### src/rtl/threadbrain_pkg.sv
// Shared opcode constants, cache entry flags and select-stage FSM states.
package threadbrain_pkg;

    localparam logic [3:0] PLUS  = 4'd1;
    localparam logic [3:0] MINUS = 4'd2;
    localparam logic [3:0] BRZ   = 4'd5;

    typedef struct packed {
        logic valid;
        logic fetching;
        logic locked;
        logic dirty;
    } entry_t;

    typedef enum logic [2:0] {
        ST_IDLE,
        ST_EVICT,
        ST_READ,
        ST_WAIT,
        ST_FLUSH
    } state_t;

    function automatic logic is_cell_op(input logic [3:0] op);
        return (op == PLUS) || (op == MINUS) || (op == BRZ);
    endfunction

    function automatic logic is_lock_op(input logic [3:0] op);
        return (op == PLUS) || (op == MINUS);
    endfunction

endpackage

### src/rtl/tape_cache_victim.sv
// Victim picker: lowest free entry first, otherwise the next valid unlocked
// entry at or after the round-robin pointer.
module tape_cache_victim #(
    parameter int NENTRIES = 8
) (
    input  logic [NENTRIES-1:0]         valid,
    input  logic [NENTRIES-1:0]         fetching,
    input  logic [NENTRIES-1:0]         locked,
    input  logic [$clog2(NENTRIES)-1:0] rr_ptr,
    output logic [$clog2(NENTRIES)-1:0] idx,
    output logic                        found
);

    localparam int IDX_W = $clog2(NENTRIES);

    logic             free_found;
    logic [IDX_W-1:0] free_idx;
    logic             rr_found;
    logic [IDX_W-1:0] rr_idx;
    logic [IDX_W-1:0] j;

    // Descending loops: the last assignment wins, giving the lowest index
    // (free scan) or the entry closest after rr_ptr (round-robin scan).
    always_comb begin
        free_found = 1'b0;
        free_idx   = '0;
        rr_found   = 1'b0;
        rr_idx     = '0;
        j          = '0;
        for (int i = NENTRIES - 1; i >= 0; i--) begin
            if (!valid[i] && !fetching[i]) begin
                free_found = 1'b1;
                free_idx   = IDX_W'(i);
            end
        end
        for (int k = NENTRIES - 1; k >= 0; k--) begin
            j = rr_ptr + IDX_W'(k);
            if (valid[j] && !locked[j] && !fetching[j]) begin
                rr_found = 1'b1;
                rr_idx   = j;
            end
        end
        found = free_found || rr_found;
        idx   = free_found ? free_idx : rr_idx;
    end

endmodule

### src/rtl/tape_cache_select.sv
// Tag-matched tape cell cache between decode and execute: serves and locks
// cells, fetches misses, writes back dirty victims and flushes on request.
module tape_cache_select #(
    parameter int NENTRIES = 8,
    parameter int DATA_W   = 16,
    parameter int ADDR_W   = 16,
    parameter int MEM_LAT  = 2
) (
    input  logic              clk,
    input  logic              rst_n,
    input  logic [3:0]        ins_op,
    input  logic [ADDR_W-1:0] ptr,
    input  logic              branch_en,
    input  logic              wb_en,
    input  logic [ADDR_W-1:0] wb_addr,
    input  logic [DATA_W-1:0] wb_data,
    input  logic              flush_req,
    output logic              stall,
    output logic [DATA_W-1:0] val,
    output logic              val_valid,
    output logic              flush_done,
    output logic              mem_req,
    output logic              mem_we,
    output logic [ADDR_W-1:0] mem_addr,
    output logic [DATA_W-1:0] mem_wdata,
    input  logic              mem_gnt,
    input  logic [DATA_W-1:0] mem_rdata
);

    import threadbrain_pkg::*;

    localparam int IDX_W = $clog2(NENTRIES);
    localparam int CNT_W = $clog2(MEM_LAT + 1);

    state_t                    state, state_nx;
    entry_t [NENTRIES-1:0]     flags;
    logic [ADDR_W-1:0]         tags  [NENTRIES];
    logic [DATA_W-1:0]         datas [NENTRIES];
    logic [IDX_W-1:0]          victim_q, rr_ptr;
    logic [ADDR_W-1:0]         miss_addr_q;
    logic [CNT_W-1:0]          cnt;
    logic                      branch_d1, flush_pend;

    logic [NENTRIES-1:0]       valid_v, fetch_v, lock_v;
    logic [IDX_W-1:0]          vic_idx, hit_idx, wb_idx, fl_idx, lock_idx;
    logic                      vic_found, hit, match_any, wb_hit, fl_found;
    logic                      need, lock_op, branching, in_flight, fill_now;
    logic                      deliver, miss, lock_en, start_miss;

    assign need      = is_cell_op(ins_op);
    assign lock_op   = is_lock_op(ins_op);
    assign branching = branch_en || branch_d1;
    assign in_flight = (state == ST_EVICT) || (state == ST_READ);
    assign fill_now  = (state == ST_WAIT) && (cnt == '0);
    assign deliver   = fill_now && need && !branching && (ptr == miss_addr_q);
    assign miss      = need && !branching && !match_any;

    // The victim of a pending eviction/read still carries its old tag and
    // must look busy so nothing hits or locks it mid-replacement.
    always_comb begin
        match_any = 1'b0;
        hit       = 1'b0;
        hit_idx   = '0;
        wb_hit    = 1'b0;
        wb_idx    = '0;
        fl_found  = 1'b0;
        fl_idx    = '0;
        valid_v   = '0;
        fetch_v   = '0;
        lock_v    = '0;
        for (int i = NENTRIES - 1; i >= 0; i--) begin
            valid_v[i] = flags[i].valid;
            fetch_v[i] = flags[i].fetching;
            lock_v[i]  = flags[i].locked;
            if ((flags[i].valid || flags[i].fetching) && tags[i] == ptr) begin
                match_any = 1'b1;
                if (flags[i].valid && !flags[i].locked && !flags[i].fetching &&
                    !(in_flight && victim_q == IDX_W'(i))) begin
                    hit     = 1'b1;
                    hit_idx = IDX_W'(i);
                end
            end
            if (wb_en && flags[i].valid && flags[i].locked && tags[i] == wb_addr) begin
                wb_hit = 1'b1;
                wb_idx = IDX_W'(i);
            end
            if (flags[i].valid && flags[i].dirty && !flags[i].locked) begin
                fl_found = 1'b1;
                fl_idx   = IDX_W'(i);
            end
        end
    end

    tape_cache_victim #(.NENTRIES(NENTRIES)) u_victim (
        .valid    (valid_v),
        .fetching (fetch_v),
        .locked   (lock_v),
        .rr_ptr   (rr_ptr),
        .idx      (vic_idx),
        .found    (vic_found)
    );

    always_comb begin
        val       = datas[hit_idx];
        val_valid = 1'b0;
        stall     = 1'b0;
        lock_en   = 1'b0;
        lock_idx  = hit_idx;
        if (need && !branching) begin
            if (deliver) begin
                val       = mem_rdata;
                val_valid = 1'b1;
                lock_en   = lock_op;
                lock_idx  = victim_q;
            end else if (hit) begin
                val_valid = 1'b1;
                lock_en   = lock_op;
            end else begin
                stall = 1'b1;
            end
        end
    end

    always_comb begin
        state_nx   = state;
        mem_req    = 1'b0;
        mem_we     = 1'b0;
        mem_addr   = miss_addr_q;
        mem_wdata  = datas[victim_q];
        flush_done = 1'b0;
        start_miss = 1'b0;
        case (state)
            ST_IDLE: begin
                if (flush_pend) begin
                    state_nx = ST_FLUSH;
                end else if (miss && vic_found) begin
                    start_miss = 1'b1;
                    state_nx   = flags[vic_idx].dirty ? ST_EVICT : ST_READ;
                end
            end
            ST_EVICT: begin
                mem_req  = 1'b1;
                mem_we   = 1'b1;
                mem_addr = tags[victim_q];
                if (mem_gnt) state_nx = ST_READ;
            end
            ST_READ: begin
                mem_req = 1'b1;
                if (mem_gnt) state_nx = ST_WAIT;
            end
            ST_WAIT: begin
                if (cnt == '0) state_nx = ST_IDLE;
            end
            ST_FLUSH: begin
                if (fl_found) begin
                    mem_req   = 1'b1;
                    mem_we    = 1'b1;
                    mem_addr  = tags[fl_idx];
                    mem_wdata = datas[fl_idx];
                end else begin
                    flush_done = 1'b1;
                    state_nx   = ST_IDLE;
                end
            end
            default: state_nx = ST_IDLE;
        endcase
    end

    always_ff @(posedge clk or negedge rst_n) begin
        if (!rst_n) begin
            state       <= ST_IDLE;
            flags       <= '0;
            victim_q    <= '0;
            rr_ptr      <= '0;
            miss_addr_q <= '0;
            cnt         <= '0;
            branch_d1   <= 1'b0;
            flush_pend  <= 1'b0;
        end else begin
            state     <= state_nx;
            branch_d1 <= branch_en;
            if (state == ST_IDLE && flush_pend) flush_pend <= 1'b0;
            if (flush_req) flush_pend <= 1'b1;
            if (start_miss) begin
                victim_q    <= vic_idx;
                miss_addr_q <= ptr;
                rr_ptr      <= vic_idx + IDX_W'(1);
            end
            if (state == ST_EVICT && mem_gnt) flags[victim_q].dirty <= 1'b0;
            if (state == ST_READ) begin
                flags[victim_q].valid    <= 1'b0;
                flags[victim_q].fetching <= 1'b1;
            end
            if (state == ST_READ && mem_gnt) cnt <= CNT_W'(MEM_LAT - 1);
            else if (state == ST_WAIT && cnt != '0) cnt <= cnt - CNT_W'(1);
            if (fill_now) begin
                flags[victim_q].valid    <= 1'b1;
                flags[victim_q].fetching <= 1'b0;
            end
            if (lock_en) flags[lock_idx].locked <= 1'b1;
            if (state == ST_FLUSH && fl_found && mem_gnt) flags[fl_idx].dirty <= 1'b0;
            if (wb_hit) begin
                flags[wb_idx].locked <= 1'b0;
                flags[wb_idx].dirty  <= 1'b1;
            end
        end
    end

    // Tags and data are meaningless until the matching valid flag is set.
    always_ff @(posedge clk) begin
        if (state == ST_READ) tags[victim_q] <= miss_addr_q;
        if (fill_now) datas[victim_q] <= mem_rdata;
        if (wb_hit) datas[wb_idx] <= wb_data;
    end

    a_wb_matches: assert property (@(posedge clk) disable iff (!rst_n) wb_en |-> wb_hit);

endmodule
### config.mk
export PLATFORM = sky130hd
export DESIGN_NAME = tape_cache_select
export DESIGN_NICKNAME = d
export VERILOG_FILES = /design/src/rtl/threadbrain_pkg.sv /design/src/rtl/tape_cache_victim.sv /design/src/rtl/tape_cache_select.sv
export SDC_FILE = /design/constraint.sdc
export NUM_CORES = 1
export LEC_CHECK = 0
export ABC_AREA = 1
export BUFFER_PORTS_ARGS = -buffer_cell sky130_fd_sc_hd__buf_4
export CAP_MARGIN = 20
export CELL_PAD_IN_SITES_DETAIL_PLACEMENT = 1
export CELL_PAD_IN_SITES_GLOBAL_PLACEMENT = 2
export CORE_ASPECT_RATIO = 0.75
export CORE_MARGIN = 1.5
export CORE_UTILIZATION = 38
export DETAILED_ROUTE_END_ITERATION = 10
export PLACE_DENSITY_LB_ADDON = 0.08
export SLEW_MARGIN = 30
export SYNTH_ARGS = -nofsm -noshare
export SYNTH_HDL_FRONTEND = slang
export SYNTH_SLANG_ARGS = --single-unit
### constraint.sdc
create_clock -name clk -period 4.9 [get_ports clk]
set_clock_uncertainty 0.05 [all_clocks]
set_input_delay 0.735 -clock clk [delete_from_list [all_inputs] [get_ports clk]]
set_output_delay 0.735 -clock clk [all_outputs]
set_load 0.05 [all_outputs]
# == After elaboration in Yosys (flattened, before gate mapping) ==
# Memory sizes are Yosys's and may differ from the RTL's.
# Index checks and enable logic that the tools add are counted.
# totals
ff_bits,61
ram_bits,256
input_bits,74
output_inout_bits,53
wordCells,522
n_memories,2
# memory_table
name,depth,width,read_ports,rd_clocked_by_memory_dff,wr,line,source
datas,8,16,3,0,2,tape_cache_select.sv:38,logic [DATA_W-1:0] datas [NENTRIES];
tags,8,16,10,0,1,tape_cache_select.sv:37,logic [ADDR_W-1:0] tags [NENTRIES];
# op_classes
n_addsub,9
order_cmp,17
eq_ne,36
muxes,227
reduce_logical,192
# ops
op,n
32-bit bitwise mux,9
16-bit == test,17
32-bit 2-to-1 mux,6
3-bit 2-to-1 mux,58
1-bit logical AND,121
1-bit 2-to-1 mux,107
4-bit demux with 3-bit select,7
16-bit 2-to-1 mux,5
1-bit binary-select mux with 3-bit select,24
3-bit by 4-bit < comparator with 1-bit output (second input constant),13
1-bit zero test,50
16-bit case mux with 2 select lines,1
3-bit == test (second input constant),5
3-bit case mux with 5 select lines,1
1-bit logical OR,13
3-bit adder (second input constant),4
4-bit binary-select mux with 3-bit select,1
3-bit by 2-bit == test with 1-bit output (second input constant),4
3-bit by 1-bit >= comparator with 1-bit output (second input constant),4
2-bit 2-to-1 mux,5
3-bit by 1-bit adder with 3-bit output (second input constant),2
3-bit by 2-bit adder with 3-bit output (second input constant),2
3-bit by 1-bit == test with 1-bit output (second input constant),2
3-bit zero test,2
13 further kinds,18

# == Logic depth before layout (Yosys ltp) ==
# depth
depth_word,34
mapped_depth,26
mapped_depth_nobuf,24

# == Modules after synthesis ==
# Synthesis repeated with hierarchy kept, for this count alone.
# unflattened
hier_cells,3207
area_unflattened_um2,23963.0
# by_module_without_submodules
mod,n_inst,cells_per_inst,area_per_inst_um2,seq_area_each_um2
tape_cache_select,1,2909,22486.6,9213.8
tape_cache_victim,1,298,1476.4,0.0

# == Worst setup path after synthesis ==
# Ideal clock, no wire load.
# synth_timing
kind,input -> output
start,input ptr[15]
end,output val[10]
arrival_ps,3101
required_time_ps,4115
setup_slack_ps,1014
stages,15
path_buffers,2
path_cell_list,buf_2 > xor2_1 > nor3_1 > nor3b_1 > nand3_1 > o21ai_1 > nand3_1 > nand2_1 > nand3_1 > inv_2 > buf_2 > nand3_1 > nand3_1 > o21ai_0 > nor2_1
# synth_between
elab_chain_len,20
elab_cells_between_ends,36
cone_classes,eq/ne (9); mux (17); reduce/logical (9); memory (1)
# synth_rtl
item,line,source
from (decl),tape_cache_select.sv:12,"input logic [ADDR_W-1:0] ptr,"
16-bit == test,tape_cache_select.sv:75,if ((flags[i].valid || flags[i].fetching) && tags[i] == ptr) begin
1-bit logical AND,tape_cache_select.sv:75,
3-bit 2-to-1 mux,tape_cache_select.sv:75,
3-bit 2-to-1 mux,tape_cache_select.sv:77,if (flags[i].valid && !flags[i].locked && !flags[i].fetching &&
3-bit 2-to-1 mux,tape_cache_select.sv:75,
3-bit 2-to-1 mux,tape_cache_select.sv:77,
3-bit 2-to-1 mux,tape_cache_select.sv:75,
3-bit 2-to-1 mux,tape_cache_select.sv:77,
[... 4 more ...],-,
3-bit 2-to-1 mux,tape_cache_select.sv:75,
3-bit 2-to-1 mux,tape_cache_select.sv:77,
3-bit 2-to-1 mux,tape_cache_select.sv:75,
3-bit 2-to-1 mux,tape_cache_select.sv:77,
3-bit 2-to-1 mux,tape_cache_select.sv:75,
memory 8 x 16 bit,-,
16-bit 2-to-1 mux,tape_cache_select.sv:110,if (deliver) begin
16-bit 2-to-1 mux (*),tape_cache_select.sv:109,if (need && !branching) begin
to (decl),tape_cache_select.sv:19,"output logic [DATA_W-1:0] val,"
# Every way passes the cells marked *; elsewhere a longest branch is shown, timed or not.

# == Final worst setup path ==
# layout_timing
start,"register, netlist name flags[27]"
end,output mem_addr[3]
# layout_between
elab_chain_len,12
elab_cells_between_ends,19
cone_classes,mux (16); reduce/logical (2); memory (1)
# layout_rtl
item,line,source
1-bit logical AND (*) (2 in a row),tape_cache_select.sv:87,if (flags[i].valid && flags[i].dirty && !flags[i].locked) begin
3-bit 2-to-1 mux (7 in a row),tape_cache_select.sv:87,
memory 8 x 16 bit,-,
16-bit 2-to-1 mux (*),tape_cache_select.sv:155,if (fl_found) begin
16-bit case mux with 2 select lines (*),tape_cache_select.sv:132,case (state)
to (decl),tape_cache_select.sv:24,"output logic [ADDR_W-1:0] mem_addr,"
# Marks and branches as above.

==> flow_metrics.env <==
export IMPL_synth_warning_count=0
export IMPL_yosys_area_top_type_share_pct=31.5
export IMPL_path_class="reg -> out"
export IMPL_violations_in_the_final_reports="setup timing"
export IMPL_die_height_um=222
export IMPL_number_of_enable_type_register_cells_in_the_synthesized_netlist=256
export IMPL_cts_tree="done"
export IMPL_finalCriticalPeriod_ns=4.94
export IMPL_ports_placed_on_the_boundary=127
export IMPL_layout_setup_ws_ns=-0.0363
export IMPL_worst_endpoint_required_time_ns=4.12
export IMPL_timing_worst_slew_pin_value_ns=1.11
export IMPL_synthToLayoutAreaGrowth_pct=16.5
export IMPL_postSynthRegisterBits=317
export IMPL_result_of_the_run="finished, violations left"
export IMPL_switchingPower_mw=5.22
export IMPL_worstHoldPathType="in -> async"
export IMPL_layout_drive_gt1_share_pct=12.1
export IMPL_p_int_mw=6.27
export IMPL_yosys_most_used_dff="sky130_fd_sc_hd__edfxtp_1"
export IMPL_post_place_cells=4408
export IMPL_critPathBufInv=4
export IMPL_final_cell_mix="786 x sky130_fd_sc_hd__nand2_1, 456 x sky130_fd_sc_hd__inv_1, 316 x sky130_fd_sc_hd__nor2_1, 256 x sky130_fd_sc_hd__edfxtp_1, 256 x sky130_fd_sc_hd__buf_4"
export IMPL_grt_remaining_overflow=0
export IMPL_detail_route_iter0_violations=4811
export IMPL_synth_area_top_cells="sky130_fd_sc_hd__edfxtp_1 32%, sky130_fd_sc_hd__nand2_1 12%, sky130_fd_sc_hd__inv_1 7.1%"
export IMPL_finish_utilization_pct=44.7
export IMPL_power_mw=11.5
export IMPL_pwr_share_seq_pct=31.1
export IMPL_relSlewSlack_pct=25.7
export IMPL_post_route_period_util_pct=101
export IMPL_critPathSlowestCell="sky130_fd_sc_hd__nor2_4"
export IMPL_post_synth_instance_area_um2=24400
export IMPL_grt_pass1_wl_um=220000
export IMPL_power_switching_fraction_pct=45.4
export IMPL_grt_antenna_before_repair=2
export IMPL_start_util_pct=38.4
export IMPL_worst_setup_path_start_kind="flop"
export IMPL_clock_root_buffer="sky130_fd_sc_hd__clkbuf_16"
export IMPL_antenna_left=0
export IMPL_row_count=80
export IMPL_worstSkewPairLatency_ns=0.62
export IMPL_first_pass_iters=6
export IMPL_cts_root_to_sink_buffers=3
export IMPL_synth_adder_area_share_pct=0.205
export IMPL_nets=3668
export IMPL_place_congestion=1.15
export IMPL_synth_net_count=3516
export IMPL_placement_stage_worst_setup_slack_ns=0.130
export IMPL_postSynth_asyncResetShare_pct=19.2
export IMPL_cts_max_level=2
export IMPL_power_frac_comb_pct=41.0
export IMPL_ys_seq_area_share_pct=37.8
export IMPL_finish_cell_count_without_fillers=4483
export IMPL_p_leak_nw=12.8
export IMPL_irDropWorstVdd_v=0.000422
export IMPL_fin_area_um2=28400
export IMPL_die_area_um2=65700
export IMPL_synth_cells=3438
export IMPL_timing_final_hold_violations=0
export IMPL_clock_power_share_pct=28.0
export IMPL_layout_cells_most_common="sky130_fd_sc_hd__nand2_1"
export IMPL_worst_setup_hold_path_clk_slew_ns=0.07
export IMPL_number_of_maximum_capacitance_constraint_violations=0
export IMPL_clock_fmax_mhz=203
export IMPL_cts_hold_buffers_added=0
export IMPL_via_count_of_the_first_global_routing_pass=28500
export IMPL_placed_area_um2=27000
export IMPL_die_w_um=296
export IMPL_path_cells="inv_1, nor2_1, a21oi_1, o21ai_0, nand2_1, nor2_4, inv_1, buf_4, nor2_1, nor4_1, o21ai_0, o211ai_1, buf_4"
export IMPL_syn_avg_cell_area_um2=7.09
export IMPL_netlist_top_cell_by_area="sky130_fd_sc_hd__edfxtp_1"
export IMPL_cts_inserted_buffers=39
export IMPL_cp_end_kind="output port"
export IMPL_wire_per_inst_um=35.8
export IMPL_portBuffers=126
export IMPL_whs_ns=0.0557
export IMPL_synth_compound_gate_area_share_pct=15.7
export IMPL_setup_violations_final=2
export IMPL_drv_slew=0
export IMPL_cp_top_family="simple AND/OR/NAND/NOR gates"
export IMPL_unrepaired_setup_endpoints_after_global_routing="no"
export IMPL_worst_path_max_fanout=11
export IMPL_critical_path_max_stage_delay_ns=0.68
export IMPL_grt_max_degree=45
export IMPL_drc_violations_left=0
export IMPL_post_synth_num_cell_types=65
export IMPL_critical_path_arrival_ns=4.15
export IMPL_detailed_place_hpwl_um=121000
export IMPL_global_route_usage_total_pct=48.0
export IMPL_total_number_of_vias=29400
export IMPL_synth_top_family_by_area="simple AND/OR/NAND/NOR gates"
export IMPL_synth_mux_area_fraction_pct=0
export IMPL_core_region_area_um2=63600
export IMPL_drt_total_wl_um=161000
export IMPL_clock_sink_count=317
export IMPL_viasPerCell=6.57
export IMPL_finalSetupTns_ns=-0.0572
export IMPL_synth_simple_area_share_pct=31.0
export IMPL_post_synth_xor_area_fraction_pct=4.42
export IMPL_powerDensity_nw_per_um2=404
==> power by group through the flow <==
stage | clock (mW) | combinational, mW | sequential [mW]
after global routing | 3.26 | 4.88 | 3.57
final | 3.21 | 4.71 | 3.57
after detailed placement | 0 | 4.45 | 3.59
after global placement | 0 | 4.37 | 3.58
after CTS | 3.19 | 4.47 | 3.54
after floorplan | 0 | 2.71 | 3.44
==> timing repair <==
action / in CTS / in global routing
gates cloned: 0 / 1
pin swaps: 0 / 2
endpoints found under the hold margin: 0 / 0
buffers inserted: 0 / 1
resized for setup: 1 / 11
setup endpoints to repair: 4 / 28
==> synth_stat cells (5+ instances only) <==
master and instances:
sky130_fd_sc_hd__o31ai_1 23, sky130_fd_sc_hd__nor3_1 92, sky130_fd_sc_hd__o41ai_1 13, sky130_fd_sc_hd__a221o_1 5, sky130_fd_sc_hd__edfxtp_1 256, sky130_fd_sc_hd__nor2_1 328, sky130_fd_sc_hd__a2111oi_0 6, sky130_fd_sc_hd__nor4b_1 7
sky130_fd_sc_hd__nand3_2 6, sky130_fd_sc_hd__a211oi_1 7, sky130_fd_sc_hd__nand2_1 789, sky130_fd_sc_hd__buf_2 61, sky130_fd_sc_hd__o22ai_1 123, sky130_fd_sc_hd__o21ai_1 58, sky130_fd_sc_hd__or2_2 17, sky130_fd_sc_hd__nand3_1 252
sky130_fd_sc_hd__o211ai_1 18, sky130_fd_sc_hd__inv_1 459, sky130_fd_sc_hd__clkbuf_1 71, sky130_fd_sc_hd__o2111ai_1 19, sky130_fd_sc_hd__nor3b_1 10, sky130_fd_sc_hd__nand2_2 7, sky130_fd_sc_hd__dfrtp_1 61, sky130_fd_sc_hd__a221oi_1 22
sky130_fd_sc_hd__a21oi_1 108, sky130_fd_sc_hd__o21ai_0 219, sky130_fd_sc_hd__buf_4 18, sky130_fd_sc_hd__buf_1 7, sky130_fd_sc_hd__buf_6 6, sky130_fd_sc_hd__xor2_1 92, sky130_fd_sc_hd__nand4_1 97, sky130_fd_sc_hd__nand2b_1 6
sky130_fd_sc_hd__xnor2_1 31, sky130_fd_sc_hd__nor4_1 54, sky130_fd_sc_hd__inv_2 24, sky130_fd_sc_hd__a31oi_1 6
==> routing by layer <==
| metal | global-route usage, % | up-vias | routed length (µm) |
|---|---|---|---|
| li1 | - | 12000 | - |
| met1 | 68.2 | 14500 | 66100 |
| met2 | 60.0 | 2519 | 58100 |
| met3 | 24.9 | 408 | 29400 |
| met4 | 17.8 | 2 | 7050 |
| met5 | 0 | - | 8 |
==> registers in the layout, indices dropped and copies added, names as in the netlist <==
| signal | flops |
|---|---|
| datas | 128 |
| tags | 128 |
| fetch_v | 8 |
| branch_d1 | 1 |
| flags | 24 |
| victim_q | 3 |
| miss_addr_q | 16 |
| cnt | 2 |
| rr_ptr | 3 |
| flush_pend | 1 |
| state | 3 |
==> cell type report <==
class                           instances  area [µm²]
Fill cell                            8079       35100
Multi-Input combinational cell       2470       12700
Sequential cell                       317        9210
Timing Repair Buffer                  274        2280
Inverter                              488        1840
Tap cell                              861        1080
Clock buffer                           47        1040
Clock inverter                         25         299
Antenna cell                            1        2.50
==> final timing paths <==
check / from / to / slack [ns] / cells after the start
worst max register to register: rr_ptr[1]$_DFFE_PN0P_ / victim_q[0]$_DFFE_PN0P_ / 0.41 / 15
min in group clk: branch_en / branch_d1$_DFF_PN0_ / 0.23 / 1
worst min register to register: cnt[0]$_DFFE_PN0P_ / cnt[0]$_DFFE_PN0P_ / 0.46 / 2
max in group asynchronous: rst_n / victim_q[2]$_DFFE_PN0P_ / 3.63 / 2
worst min-delay path: rst_n / miss_addr_q[6]$_DFFE_PN0P_ / 0.06 / 1
worst max-delay path: flags[27]$_DFF_PN0_ / mem_addr[3] / -0.04 / 13
==> cell families (layout without fill, tap and decap cells) <==
| kind of cell | count (synthesis) | after routing |
|---|---|---|
| and+or+nand+nor | 1695 | 1696 |
| buffers and inverters | 652 | 834 |
| AOI/OAI and AO/OA | 647 | 647 |
| DFF | 317 | 317 |
| xor gates and xnor gates | 123 | 123 |
| adders and majority gates | 4 | 4 |
| other | 0 | 1 |
Note: power is estimated with default switching activity, not from simulation.
